File: src/rtl/demux4_3_hs.sv
// Steers one producer word to one of three consumers through a small in-order FIFO.
// Latency 1 cycle push-to-present, no bypass; head-of-line blocking, in_ready depends only on occupancy.

module demux4_3_hs_fifo #(
  parameter int W     = 34,
  parameter int DEPTH = 2
) (
  input  logic                       clk,
  input  logic                       reset,
  input  logic                       push,
  input  logic [W-1:0]               push_data,
  input  logic                       pop,
  output logic [W-1:0]               head_data,
  output logic [$clog2(DEPTH+1)-1:0] count,
  output logic                       full,
  output logic                       empty
);
  localparam int AW = (DEPTH > 1) ? $clog2(DEPTH) : 1;
  localparam int CW = $clog2(DEPTH+1);
  localparam logic [CW-1:0] FULL_CNT = CW'(DEPTH);
  localparam logic [AW-1:0] LAST_PTR = AW'(DEPTH-1);

  logic [W-1:0]  mem [DEPTH];
  logic [AW-1:0] wr_ptr;
  logic [AW-1:0] rd_ptr;

  // Callers only push when not full and only pop when not empty.
  always_ff @(posedge clk) begin
    if (reset) begin
      wr_ptr <= '0;
      rd_ptr <= '0;
      count  <= '0;
    end else begin
      if (push) wr_ptr <= (wr_ptr == LAST_PTR) ? '0 : wr_ptr + 1'b1;
      if (pop)  rd_ptr <= (rd_ptr == LAST_PTR) ? '0 : rd_ptr + 1'b1;
      case ({push, pop})
        2'b10:   count <= count + 1'b1;
        2'b01:   count <= count - 1'b1;
        default: count <= count;
      endcase
    end
  end

  always_ff @(posedge clk) begin
    if (push) mem[wr_ptr] <= push_data;
  end

  assign head_data = mem[rd_ptr];
  assign full      = (count == FULL_CNT);
  assign empty     = (count == '0);
endmodule

module demux4_3_hs #(
  parameter int DATA_W = 32,
  parameter int DEPTH  = 2
) (
  input  logic                       clk,
  input  logic                       reset,
  input  logic                       in_valid,
  output logic                       in_ready,
  input  logic [2:0]                 selector,
  input  logic [DATA_W-1:0]          data_in,
  output logic                       out_valid_0,
  output logic                       out_valid_1,
  output logic                       out_valid_2,
  input  logic                       out_ready_0,
  input  logic                       out_ready_1,
  input  logic                       out_ready_2,
  output logic [DATA_W-1:0]          data_out_0,
  output logic [DATA_W-1:0]          data_out_1,
  output logic [DATA_W-1:0]          data_out_2,
  output logic                       err_sel,
  output logic [$clog2(DEPTH+1)-1:0] count
);
  typedef struct packed {
    logic [1:0]        dst;
    logic [DATA_W-1:0] data;
  } entry_t;

  localparam int EW = $bits(entry_t);

  entry_t     push_entry;
  entry_t     head;
  logic [EW-1:0] head_raw;
  logic       sel_bad;
  logic       push;
  logic       pop;
  logic       full;
  logic       empty;
  logic [2:0] head_vld;
  logic [2:0] cons_rdy;

  // Decode happens once at push so the output side only sees legal destinations.
  always_comb begin
    push_entry.data = data_in;
    push_entry.dst  = 2'd0;
    sel_bad         = 1'b0;
    case (selector)
      3'b000:  push_entry.dst = 2'd0;
      3'b001:  push_entry.dst = 2'd1;
      3'b010:  push_entry.dst = 2'd2;
      default: begin
        push_entry.dst = 2'd0;
        sel_bad        = 1'b1;
      end
    endcase
  end

  // Full blocks acceptance even if the head leaves this cycle: keeps out_ready off the in_ready path.
  assign in_ready = ~reset & ~full;
  assign push     = in_valid & in_ready;

  demux4_3_hs_fifo #(
    .W     (EW),
    .DEPTH (DEPTH)
  ) u_fifo (
    .clk       (clk),
    .reset     (reset),
    .push      (push),
    .push_data (push_entry),
    .pop       (pop),
    .head_data (head_raw),
    .count     (count),
    .full      (full),
    .empty     (empty)
  );

  assign head     = entry_t'(head_raw);
  assign cons_rdy = {out_ready_2, out_ready_1, out_ready_0};

  always_comb begin
    head_vld = 3'b000;
    if (!empty) begin
      case (head.dst)
        2'd1:    head_vld = 3'b010;
        2'd2:    head_vld = 3'b100;
        default: head_vld = 3'b001;
      endcase
    end
  end

  assign pop = |(head_vld & cons_rdy);

  assign out_valid_0 = head_vld[0];
  assign out_valid_1 = head_vld[1];
  assign out_valid_2 = head_vld[2];
  assign data_out_0  = head_vld[0] ? head.data : '0;
  assign data_out_1  = head_vld[1] ? head.data : '0;
  assign data_out_2  = head_vld[2] ? head.data : '0;

  always_ff @(posedge clk) begin
    if (reset) begin
      err_sel <= 1'b0;
    end else if (push && sel_bad) begin
      err_sel <= 1'b1;
    end
  end
endmodule

File: config.mk
export PLATFORM = sky130hd
export DESIGN_NAME = demux4_3_hs
export DESIGN_NICKNAME = d
export VERILOG_FILES = /design/src/rtl/demux4_3_hs.sv
export SDC_FILE = /design/constraint.sdc
export NUM_CORES = 1
export LEC_CHECK = 0
export CAP_MARGIN = 20
export CORE_ASPECT_RATIO = 0.75
export CORE_UTILIZATION = 46
export CTS_BUF_LIST = sky130_fd_sc_hd__clkbuf_8
export CTS_CLUSTER_DIAMETER = 120
export CTS_CLUSTER_SIZE = 25
export DETAILED_ROUTE_END_ITERATION = 7
export PLACE_DENSITY = 0.87
export SYNTH_ARGS = -nofsm -noshare
export SYNTH_HDL_FRONTEND = slang
export SYNTH_SLANG_ARGS = --single-unit
File: constraint.sdc
create_clock -name clk -period 4.22 [get_ports clk]
set_input_delay 0.422 -clock clk [delete_from_list [all_inputs] [get_ports clk]]
set_output_delay 0.422 -clock clk [all_outputs]
set_load 0.02 [all_outputs]
Word-level counts from Yosys, hierarchy flattened
Memory sizes are Yosys's and may differ from the RTL's. A register that Yosys moved wholly into a read port is not among the register bits.
Cells that the tools add are included.

storage, ports and cells
  input port bits = 41
  output and inout bits = 103
  memory bits (writable) = 68
  memories kept = 1
  logic and storage cells = 41
  flip-flop bits (word level) = 5

memories
  memory      depth  bits a word  rd ports  clocked after Yosys merged registers in  write ports  RTL line  RTL
  u_fifo.mem  2      34           1         1                                        1            23        logic [W-1:0] mem [DEPTH];

operators by class
  reduce and logical (&&, ||, !) cells = 6
  add/subtract/negate cells = 4
  muxes and demuxes = 14
  bitwise logic cells = 5
  equal/unequal tests = 7

operators by type and width
  operator                                           number
  2-to-1 mux 32 bit                                  3
  case mux 2 bit (2 select lines)                    2
  2-to-1 mux 1 bit                                   7
  == test 2 bit (second input constant)              3
  case mux 3 bit (2 select lines)                    1
  OR reduction 3 bit                                 2
  == test 2 x 1 -> 1 bit (second input constant)     2
  bitwise AND 3 bit                                  1
  == test 3 x 1 -> 1 bit (second input constant)     1
  == test 3 x 2 -> 1 bit (second input constant)     1
  zero test 3 bit                                    1
  2-to-1 mux 3 bit                                   1
  adder 1 bit (second input constant)                2
  adder 2 x 1 -> 2 bit (second input constant)       1
  bitwise AND 1 bit                                  2
  zero test 2 bit                                    1
  NOT 1 bit                                          2
  nonzero test 2 bit                                 1
  subtractor 2 x 1 -> 2 bit (second input constant)  1
  logical AND 1 bit                                  1

Longest topological paths before layout
  depth after elaboration = 7
  depth in mapped cells = 11

By module
From an unflattened synthesis, not the netlist that was laid out.

unflattened totals
  cells, all modules = 250
  area total of the unflattened synthesis = 3,434.5 um^2

by module, submodules not included
  module            cells each  instances  area an instance (um^2)
  demux4_3_hs_fifo  128         1          2,650.0
  demux4_3_hs       122         1          784.5

Worst setup path after synthesis
Ideal clock, no wire load.

  kind = register to register
  from = reg u_fifo.count[0]
  to = mem u_fifo.mem[0][0], enable pin
  path buffers = 2
  arrival time = 2.582 ns
  required time = 3.795 ns
  path slack = 1.212 ns
  clock period less this slack = 3.008 ns
  cell stages (with the launch flop) = 6
  setup time = 0.425 ns
  cell sequence = dfxtp_1 buf_4 nor2b_4 or3b_1 buf_2 nor2_1

on the way
  longest elaborated chain between the ends = 6

ends and longest elaborated chain
  element                                 RTL line  RTL
  start, declared                         14        output logic [$clog2(DEPTH+1)-1:0] count,
  start signal, assigned                  37        2'b10: count <= count + 1'b1;
  start signal, assigned                  38        2'b01: count <= count - 1'b1;
  start signal, assigned                  39        default: count <= count;
  == test 2 bit                           49        assign full = (count == FULL_CNT);
  NOT 1 bit                               110       assign in_ready = ~reset & ~full;
  bitwise AND 1 bit                       110
  bitwise AND 1 bit                       111       assign push = in_valid & in_ready;
  2-to-1 mux 1 bit                        45        if (push) mem[wr_ptr] <= push_data;
  2-to-1 mux 1 bit (implied by the code)  45
  end, declared                           23

Every way passes these cells.

==> metrics.txt <==
setup bufs post-CTS 0; Port Buffers approximately 140; min Tclk post-route between 3 and 4 ns; Final TNS setup 0 ns; Slew @ Worst Pin around 0.98 ns; Synth top area share 0.642; Via Count 2418; run status complete, but fails checks; DRT iter0 DRCs between 100 and 150; Final setup viols 0; post-synthesis net count 299; VDD IR max between 0.0002 and 0.0003 V; combinational group share of total power 0.389; # H-tree levels 3; CP max FO 33; die width a little under 100 µm; diode count 0; final non-filler cell total 484; clock-pin slew of the registers on the worst-case setup and hold paths ~0.070 ns; MaxCap Viol Count 0; I/O pin cnt around 140; vias in the first global route 2297; post-synthesis sequential area ratio 0.680; Rows 25; Final Slew Violations 0; Clock Power Share 0.256; leak pwr roughly 0.0017 µW; count leader, synth nor2_1; clock buffer count from CTS 9; post-route cell area approximately 0.0049 mm²; Final Hold Viols 0; register bit total from synthesis between 70 and 80; Max-slew headroom 0.343; worst reg2reg path depth 8; CTS tree yes; number of enable flip-flop cells after synthesis between 60 and 70; hold crit path type flop to flop; Setup CP Type flop to output port; layout cell share with drive strength beyond 1 0.0645; synthesized cell area about 0.0032 mm²; synth top area cells edfxtp_1, nor2_1, mux2i_1; Synth async-reset ratio 0; DR pass1 iterations 7; DIE AREA roughly 0.0073 mm²; Worst EP arrival 2.89 ns; type of element launching the critical path flop; Int Power around 1800 µW; post-placement cell count about 470; post-DR wirelength/cell approximately 15 µm; Netlist cell types 22; Final nets 442; sequential fraction of design power 0.355; ys flop type edfxtp_1; period utilization 0.785; top cells by count, synth nor2_1, edfxtp_1, mux2i_1; hold path cells 2; largest net degree at the start of global routing 35; Starting Density 0.491; Crit. End Element output port; All-Layer GR Usage 0.204; area grow syn2layout 55.2%; Vias/cell roughly 5.0; initial antenna violation count 0; Sw Share 0.327; # clock sinks 74; GR Overflow Total 0; DP Wirelength 5130 µm; Syn Inst Count 255; Net Sw Power ~870 µW; P per Cell Area approximately 540 mW/mm²; fmax 0.302 GHz; clk_lat worst skew around 0.32 ns; DRC viols 11; hold_buf cts 0; global-route wire length before repair ~11000 µm; Synth area leader edfxtp_1; dpl cell area ~0.0047 mm²; Routed Wire Length about 7400 µm; Worst EP required ~3.8 ns; unrepaired setup endpoints after global routing no; antenna viol nets, final 0; yosys warns 0; clock buffer depth 2; core area between 0.006 and 0.007 mm²; Setup Skew between 0.005 and 0.006 ns; CTS root buf clkbuf_8; GPL Wtd Cong 0.782; quantity of gates resized following cts 0; failing checks design-rule violations; Mapped Avg Cell Area around 12 µm²; Die Y between 70 and 80 µm
==> flip-flops by register name, summed over array words and instances (netlist names), named ones only <==
name,cells
u_fifo.count,2
u_fifo.wr_ptr,1
u_fifo.mem,68
u_fifo.rd_ptr,1
err_sel,1
==> area by class of cell <==
type / count / area, µm²
well taps: 81 / 101
clock buffers: 9 / 124
multi-input cells: 160 / 931
clock inverters: 7 / 133
repair buffers: 147 / 1460
flip-flops and latches: 74 / 2160
fillers: 426 / 1540
inverters: 6 / 22.5
==> through the flow <==
step	total power [µW]	setup WS, ns	utilization	hold slack (ns)
after global placement	1950	1.42	0.723	0.466
after global routing	2760	0.755	0.762	0.509
after floorplan	1530	1.21	-	0.440
after CTS	2670	0.858	0.762	0.485
after detailed placement	1990	1.27	0.723	0.470
final	2650	0.908	0.762	0.486
==> cells by family after synthesis <==
| group | share of synthesized area |
|---|---|
| AO/OA/AOI/OAI | 0.0193 |
| XOR/XNOR | 0.00551 |
| adder cells (fa/ha/maj) | 0.0118 |
| buffers and inverters | 0.0338 |
| flip-flops | 0.680 |
| multiplexers | 0.110 |
| AND/OR/NAND/NOR | 0.140 |
==> power by group through the flow <==
| stage | combinational (µW) | clock [µW] | sequential [µW] |
|---|---|---|---|
| detailed placement | 1030 | 0 | 958 |
| global placement | 1000 | 0 | 952 |
| CTS | 1040 | 690 | 943 |
| finish | 1030 | 679 | 942 |
| global route | 1100 | 719 | 951 |
| floorplan | 609 | 0 | 921 |
==> layout by cell type, fill, tap and decap left out, drive strengths merged <==
master         instances
or3                    2
clkdlybuf4s50        143
bufinv                 4
and3                   1
ha                     3
or2b                   1
a21oi                  4
o21ai                  5
nor3b                  2
dfxtp                  6
xnor2                  1
edfxtp                68
inv                    7
a222oi                 1
nor2b                  1
o22ai                  1
clkinv                 2
mux2i                 35
xor2                   1
nor2                 101
clkbuf                 9
or3b                   1
buf                    4
==> per-layer routing <==
metal	wire length (µm)	vias to the layer above	global-route usage	share of wire
met5	0	-	0	0
met4	41	0	0.0488	0.0055
met3	512	4	0.0658	0.069
met2	3910	97	0.397	0.53
met1	2940	1151	0.219	0.40
li1	-	1166	-	-
==> worst paths after layout <==
kind / end / start / slack (ns)
worst min register to register: err_sel$_SDFFE_PP0P_ / err_sel$_SDFFE_PP0P_ / 0.49
worst max-delay path: data_out_0[12] / flop / 0.91
worst max register to register: u_fifo.count[1]$_SDFFE_PP0P_ / flop / 1.19
worst min-delay path: err_sel$_SDFFE_PP0P_ / err_sel$_SDFFE_PP0P_ / 0.49
==> worst max-delay path, cell delays in order, from the launching register on <==
cell and delay (ns):
dfxtp_2 0.69, mux2i_1 0.32, inv_1 0.08, ha_1 0.33, o21ai_2 0.07, buf_4 0.27, nor2_1 0.17, clkdlybuf4s50_1 0.63
Power figures use the tool's default switching activity.
